<file path="src/rtl/conv_pkg.sv">
// Shared types and constants for the convolutor result window accumulator.
// Holds the result width, the largest legal dot-product value, the window
// FSM state type and the clamp helper used on every accepted result.
package conv_pkg;

   localparam int RES_W   = 4;
   localparam int MAX_DOT = 6;

   typedef enum logic {
      FILL,
      STREAM
   } win_state_t;

   // Out-of-range convolutor results are pinned to the largest legal value.
   function automatic logic [RES_W-1:0] clamp_res(input logic [RES_W-1:0] value);
      return (value > RES_W'(MAX_DOT)) ? RES_W'(MAX_DOT) : value;
   endfunction

endpackage

</file>
<file path="src/rtl/result_history.sv">
// WINDOW-deep shift register of clamped results. Shifts on load_i, flushes
// to zero on reset or clear_i, and exposes the oldest entry so the running
// sum can drop it as a new result arrives.
module result_history
   import conv_pkg::*;
#(
   parameter int DEPTH = 4
) (
   input  logic             clock,
   input  logic             reset,
   input  logic             clear_i,
   input  logic             load_i,
   input  logic [RES_W-1:0] din_i,
   output logic [RES_W-1:0] oldest_o
);

   logic [RES_W-1:0] hist_q [DEPTH];

   // Shift new results in at slot 0; empty slots read as zero until full.
   always_ff @(posedge clock) begin
      // NOTE: this storage is reset on purpose -- the oldest slot must read 0
      // while the window is filling, so it cannot be left uninitialised.
      if (!reset || clear_i) begin
         for (int i = 0; i < DEPTH; i++) begin
            hist_q[i] <= '0;
         end
      end else if (load_i) begin
         hist_q[0] <= din_i;
         for (int i = 1; i < DEPTH; i++) begin
            hist_q[i] <= hist_q[i-1];
         end
      end
   end

   assign oldest_o = hist_q[DEPTH-1];

endmodule

</file>
<file path="src/rtl/conv_window_accum.sv">
// Sliding-window sum over the last WINDOW convolutor results, presented on a
// valid/ready output. Holds the FILL/STREAM FSM, the running sum and the
// output register; the history lives in result_history.
// Optional feature: define CONV_WIN_PEAK_EN to add peak_out, the largest
// sum made valid since reset or clear.
module conv_window_accum
   import conv_pkg::*;
#(
   parameter  int WINDOW = 4,
   localparam int SUM_W  = RES_W + $clog2(WINDOW)
) (
   input  logic             clock,
   input  logic             reset,
   input  logic [RES_W-1:0] res_in,
   input  logic             res_valid,
   output logic             res_ready,
   input  logic             clear,
   output logic [SUM_W-1:0] sum_out,
   output logic             sum_valid,
   input  logic             out_ready,
   output logic [3:0]       fill_cnt,
   output logic             err
`ifdef CONV_WIN_PEAK_EN
   ,
   output logic [SUM_W-1:0] peak_out
`endif
);

   localparam logic [3:0] WIN_CNT = 4'(WINDOW);

   win_state_t       state_q, state_d;
   logic [3:0]       fill_q, fill_d;
   logic [SUM_W-1:0] sum_q, sum_d;
   logic [SUM_W-1:0] sum_out_q, sum_out_d;
   logic             sum_valid_q, sum_valid_d;
   logic             err_q, err_d;
`ifdef CONV_WIN_PEAK_EN
   logic [SUM_W-1:0] peak_q, peak_d;
`endif

   logic             accept;
   logic             full;
   logic             load_out;
   logic [RES_W-1:0] res_clamped;
   logic [RES_W-1:0] hist_oldest;
   logic [SUM_W-1:0] oldest_term;
   logic [SUM_W-1:0] window_sum;

   assign res_ready   = reset && (!sum_valid_q || out_ready);
   assign accept      = res_valid && res_ready;
   assign res_clamped = clamp_res(res_in);
   assign full        = (fill_q == WIN_CNT);
   assign oldest_term = full ? SUM_W'(hist_oldest) : '0;
   // Add before subtract: sum_q + 6 never exceeds 6*WINDOW + 6 < 2^SUM_W.
   assign window_sum  = sum_q + SUM_W'(res_clamped) - oldest_term;
   assign load_out    = accept && ((state_q == STREAM) || (fill_q == WIN_CNT - 4'd1));

   result_history #(
      .DEPTH(WINDOW)
   ) u_history (
      .clock   (clock),
      .reset   (reset),
      .clear_i (clear),
      .load_i  (accept && !clear),
      .din_i   (res_clamped),
      .oldest_o(hist_oldest)
   );

   // Next-state: clear flushes everything but err; otherwise accept updates
   // the running sum and, once the window is full, reloads the output.
   always_comb begin
      // NOTE: every _d gets its hold value first so no path leaves it
      // unassigned, which would otherwise infer a latch.
      state_d     = state_q;
      fill_d      = fill_q;
      sum_d       = sum_q;
      sum_out_d   = sum_out_q;
      sum_valid_d = sum_valid_q;
      err_d       = err_q;
`ifdef CONV_WIN_PEAK_EN
      peak_d      = peak_q;
`endif
      if (clear) begin
         state_d     = FILL;
         fill_d      = '0;
         sum_d       = '0;
         sum_out_d   = '0;
         sum_valid_d = 1'b0;
`ifdef CONV_WIN_PEAK_EN
         peak_d      = '0;
`endif
      end else begin
         if (accept) begin
            sum_d = window_sum;
            if (!full) begin
               fill_d = fill_q + 4'd1;
            end
            if (res_in > RES_W'(MAX_DOT)) begin
               err_d = 1'b1;
            end
         end
         if (load_out) begin
            state_d     = STREAM;
            sum_out_d   = window_sum;
            sum_valid_d = 1'b1;
`ifdef CONV_WIN_PEAK_EN
            if (window_sum > peak_q) begin
               peak_d = window_sum;
            end
`endif
         end else if (out_ready) begin
            sum_valid_d = 1'b0;
         end
      end
   end

   // State registers with synchronous active-low reset.
   always_ff @(posedge clock) begin
      // NOTE: sequential state uses non-blocking assignment so every register
      // samples pre-edge values regardless of statement order.
      if (!reset) begin
         state_q     <= FILL;
         fill_q      <= '0;
         sum_q       <= '0;
         sum_out_q   <= '0;
         sum_valid_q <= 1'b0;
         err_q       <= 1'b0;
`ifdef CONV_WIN_PEAK_EN
         peak_q      <= '0;
`endif
      end else begin
         state_q     <= state_d;
         fill_q      <= fill_d;
         sum_q       <= sum_d;
         sum_out_q   <= sum_out_d;
         sum_valid_q <= sum_valid_d;
         err_q       <= err_d;
`ifdef CONV_WIN_PEAK_EN
         peak_q      <= peak_d;
`endif
      end
   end

   assign sum_out   = sum_out_q;
   assign sum_valid = sum_valid_q;
   assign fill_cnt  = fill_q;
   assign err       = err_q;
`ifdef CONV_WIN_PEAK_EN
   assign peak_out  = peak_q;
`endif

endmodule

</file>
<file path="config.mk">
export PLATFORM = sky130hd
export DESIGN_NAME = conv_window_accum
export DESIGN_NICKNAME = d
export VERILOG_FILES = /design/src/rtl/conv_pkg.sv /design/src/rtl/result_history.sv /design/src/rtl/conv_window_accum.sv
export SDC_FILE = /design/constraint.sdc
export NUM_CORES = 1
export LEC_CHECK = 0
export BUFFER_PORTS_ARGS = -buffer_cell sky130_fd_sc_hd__buf_2
export CAP_MARGIN = 10
export CORE_MARGIN = 3
export CORE_UTILIZATION = 45
export CTS_CLUSTER_SIZE = 12
export DETAILED_ROUTE_END_ITERATION = 7
export GPL_TIMING_DRIVEN = 0
export PLACE_DENSITY = 0.72
export SYNTH_ARGS = -nofsm -noshare
export SYNTH_HDL_FRONTEND = slang
export SYNTH_SLANG_ARGS = --single-unit
</file>
<file path="constraint.sdc">
create_clock -name clock -period 7.64 [get_ports clock]
set_input_delay 0.764 -clock clock [delete_from_list [all_inputs] [get_ports clock]]
set_output_delay 0.764 -clock clock [all_outputs]
set_load 0.02 [all_outputs]
</file>
# ---- Word-level counts from Yosys, hierarchy flattened
# Memory sizes are Yosys's and may differ from the RTL's.
# Cells that the tools add are included.
dict set report word_totals {
  ff_bits 19
  ram_bits 16
  in_bits 9
  out_inout_bits 13
  word_cells 47
  mem_count 1
}
# memory words word_bits read_ports rd_clocked_by_memory_dff write_ports line
set mem_list {}
lappend mem_list {u_history.hist_q 4 4 4 0 4 result_history.sv:17} ;# logic [RES_W-1:0] hist_q [DEPTH];
dict set report classes {
  add_sub_neg 3
  n_lt_le_gt_ge 1
  eq_ne 2
  muxes 13
  n_bitwise 7
  reduce_logical 14
}
# operator n
set ops {}
lappend ops {{$mux W4} 6}
lappend ops {{$mux W1} 7}
lappend ops {{$add A6 B4 Y6} 1}
lappend ops {{$sub A6 B4 Y6} 1}
lappend ops {{$add A4 B1 Y4 const B} 1}
lappend ops {{$eq A4 B2 Y1 const B} 1}
lappend ops {{$eq A4 B3 Y1 const B} 1}
lappend ops {{$gt A4 B3 Y1 const B} 1}
lappend ops {{$logic_and A1 B1 Y1} 4}
lappend ops {{$or A1 B1 Y1} 4}
lappend ops {{$logic_not A1 Y1} 3}
lappend ops {{$logic_or A1 B1 Y1} 3}
lappend ops {{$not A1 Y1} 3}
lappend ops {{$reduce_and A3 Y1} 1}
lappend ops {{$reduce_and A2 Y1} 1}
lappend ops {{$reduce_bool A2 Y1} 1}
lappend ops {{$reduce_or A2 Y1} 1}

# ---- Logic depth before layout (Yosys ltp)
dict set report depth {
  word_depth 9
  ltp_mapped 14
  depth_no_buf 14
}

# ---- Modules after synthesis
# Synthesis repeated with hierarchy kept, for this count alone.
dict set report hier_totals {
  hier_cells 167
  hier_area_um2 1813.0
}
# mod instances cells_per_inst area_per_inst_um2 seq_area_each_um2
set modules_own_cells {}
lappend modules_own_cells {conv_window_accum 1 131 1146.1 380.4}
lappend modules_own_cells {result_history 1 36 666.9 480.5}

# ---- Worst setup path after synthesis
# No wires, ideal clock.
dict set report synth_timing {
  path_type {flip-flop to flip-flop}
  startpoint {reg fill_q[0] (netlist: fill_cnt[0])}
  endpoint {reg sum_out_q[5] (netlist: sum_out[5])}
  setup_ns 0.070
  t_arrival_ns 3.075
  required_time_ns 7.570
  slack_ns 4.495
  stages_incl_launch_ff 14
  synth_period_minus_slack_ns 3.145
  path_cell_list {dfxtp_1 > inv_1 > ha_1 > nand2_1 > nor2_1 > and2_1 > fa_1 > inv_1 > ha_1 > a211oi_1 > or4b_4 > and4_4 > or3_1 > a21oi_1}
}
dict set report synth_between {
  elab_chain_len 3
  elab_cells_between_ends 6
  classes_between {add/sub (1); eq/ne (2); mux (1); reduce/logical (2)}
}
# element line
set synth_rtl {}
lappend synth_rtl {{from (decl)} conv_window_accum.sv:32} ;# logic [3:0] fill_q, fill_d;
lappend synth_rtl {{from (signal assigned)} conv_window_accum.sv:133} ;# fill_q <= fill_d;
lappend synth_rtl {{$eq A4 B3 Y1 / $eq A4 B2 Y1 (equally long branches)} {conv_window_accum.sv:52, conv_window_accum.sv:56}}
lappend synth_rtl {{$mux W4 / $logic_or A1 B1 Y1 (equally long branches)} {conv_window_accum.sv:53, conv_window_accum.sv:56}}
lappend synth_rtl {{$sub A6 B4 Y6 / $logic_and A1 B1 Y1 (equally long branches)} {conv_window_accum.sv:55, conv_window_accum.sv:56}}
lappend synth_rtl {{to (signal assigned)} conv_window_accum.sv:135} ;# sum_out_q <= sum_out_d;
lappend synth_rtl {{to (decl)} conv_window_accum.sv:34} ;# logic [SUM_W-1:0] sum_out_q, sum_out_d;
# Parallel ways exist; a longest one is shown, timed or not.
# A chain may end at the register's enable or synchronous reset.

# ---- Worst setup path in the final report
# Ends and elaborated chain as after synthesis.

==> metrics.txt <==
CP max FO 8; clk_skew 0.00585 ns; Setup TNS 0 ns; Post-Syn Nets 184; clk root buf clkbuf_8; post-synth top area share 0.282; final WL 3080 um; Reg clk slew, reported paths 0.07 ns; core area 3490 sq um; register area share after synthesis 0.505; diodes inserted 0; Clk pwr share 0.332; GRT Residual Overflow 0; Syn Inst Count 163; Antenna Violating Nets Remaining 0; routing usage on met3 0.0549; Setup-failing EPs final 0; RePlAce Congestion 0.888; Area contributors post-synth edfxtp_1 28%, dfxtp_1 22%, and2_1 6.2%; critical path's slowest cell or4b_4; most common cell after layout, fill and taps aside buf_2; RSZ-0062 raised after global routing false; row cnt 21; Internal Pwr Total 0.289 mW; GR Util met1 0.186; Power Density 198 nW/um^2; placed cell areas 1870 sq um; GRT met2 Usage 0.272; Tightest Hold Check Type register to register; Unique masters post-synth 35; htree depth 2; area grow syn2layout 14.5%; async set-reset flop share out of synthesis 0; DR vias/cell 5.07; delay-heaviest family, CP simple AND/OR/NAND/NOR gates; Slew Limit Headroom 0.518; total power 0.387 mW; number of global-route vias before repair 1,233; effective utilization at floorplan 0.488; Critical Path RT 7.86 ns; total die area 4560 sq um; Die Height 67.6 um; drt drc 0; Max Fclk 0.309 GHz; sw frac 0.253; num ports 22; Routed WL per cell 12.9 um; share of layout cells above drive strength 1 0.172; Max clock buf depth 2; number of DRC markers in iteration 0 45; period utilization 0.424; Worst VDD drop 0.000106 V; largest net degree at the start of global routing 21; initial antenna violation count 0; worst skew pair latency 0.28 ns; design area 1950 sq um; P_sw 0.0981 mW; hpwl dp 2410 um; Arrival @ worst endpoint 3.46 ns; mapped cell area 1710 sq um; kind of critical path register to register; busiest layer in global routing met2; IO Port Bufs 21; final net count 212; DR vias 1,206; Syn Area/Cell 10.5 sq um; Bufs and invs on worst path 2; total of warnings raised by yosys 0; final slew viol count 0; leading area contributor after synthesis edfxtp_1; final std cells w/o fill 238; die width 67.6 um; first-pass GRT wire length 5350 um; post-synthesis register bit count 35; Post-CTS Resized 0; Leak 0.859 nW; min Tclk post-route 3.24 ns; DR pass1 iterations 4; TritonCTS clock tree built; Post-synth EDFFs 16; GRT Overall Usage 0.161; final-report hold violation count 0; cell count after placement 230; CTS sink count 35; CTS Buf Count 5; crit end category register; commonest cells after routing, fill and taps aside 21 x buf_2, 19 x dfxtp_1, 18 x nor2_1; max-cap violations 0; Post-CTS Setup Repair Bufs 0; Slew @ Worst Pin 0.723 ns; Combinational Power Share 0.135; hold buffers post-CTS 0; status complete, no violations; CP Launch Type register; Synth Flop Type dfxtp_1; cell breakdown of the critical path inv_1 > ha_1 > nand2_1 > nor2_1 > and2_1 > fa_1 > inv_1 > ha_1 > a211oi_1 > or4b_4 > and4_4 > or3_1 > a21oi_1; CP peak stage delay 0.54 ns; share of power burned in registers 0.533
## power groups by stage
stage               combinational, mW  sequential [mW]  clock [mW]
finish                         0.0522            0.206       0.129
global route                   0.0585            0.207       0.140
CTS                            0.0525            0.206       0.133
detailed placement             0.0523            0.210           0
global placement               0.0495            0.210           0
floorplan                      0.0383            0.210           0
## cells by family after synthesis
| group | share of synthesized area |
|---|---|
| adders and majority gates | 0.106 |
| DFF | 0.505 |
| and+or+nand+nor | 0.190 |
| xor gates and xnor gates | 0.0308 |
| buffers and inverters | 0.0484 |
| muxes | 0.0293 |
| AOI/OAI and AO/OA | 0.0866 |
| other | 0.00440 |
## final timing paths
check	slack, ns	depth (start not counted)	start	end
hold reg to reg	0.46	2	sum_out[5]	sum_out[5]
setup / recovery	4.40	13	fill_cnt[0]	sum_out[5]
hold / removal	0.46	2	sum_out[5]	sum_out[5]
setup reg to reg	4.40	13	fill_cnt[0]	sum_out[5]
## flip-flops by register name (all words and copies together) (netlist names)
name,flops
sum_out,6
sum_valid,1
fill_cnt,4
state_q,1
u_history.hist_q,16
err,1
sum_q,6
## cells in the mapped netlist (all sizes together) (3+ instances only)
cell type and n:
dfxtp 19, nor2 18, and2 17, edfxtp 16, inv 16, nand2 9
a21oi 8, ha 8, o21ai 8, mux2i 5, fa 4, xnor2 4
a31oi 3, nor3b 3
## per-layer routing
metal  vias up  wire (um)
li1        601          -
met1       583       1360
met2        18       1560
met3         4        126
met4         0         28
met5         -          0
## per-stage QoR
step / hold slack (ns) / worst slack (ns) / util
2_1_floorplan: 0.425 / 4.50 / -
3_3_place_gp: 0.436 / 4.50 / 0.535
3_5_place_dp: 0.445 / 4.38 / 0.535
4_1_cts: 0.456 / 4.37 / 0.559
5_1_grt: 0.489 / 4.18 / 0.559
6_report: 0.458 / 4.40 / 0.559
## worst register-to-register path: stages, from the launching register on
cell,delay [ns]
dfxtp_1,0.36
inv_1,0.08
ha_1,0.15
nand2_1,0.05
nor2_1,0.37
and2_1,0.21
fa_1,0.41
inv_1,0.07
ha_1,0.21
a211oi_1,0.08
or4b_4,0.54
and4_4,0.19
or3_1,0.30
a21oi_1,0.14
## area by class of cell
cell class | instances | area [sq um]
clock buffers | 6 | 72.6
clock inverters | 2 | 12.5
repair buffers | 21 | 105
plain buffers | 3 | 22.5
fillers | 309 | 1540
multi-input cells | 109 | 762
inverters | 16 | 60.1
well taps | 46 | 57.6
flip-flops and latches | 35 | 861
(Power assumes the default switching activity.)
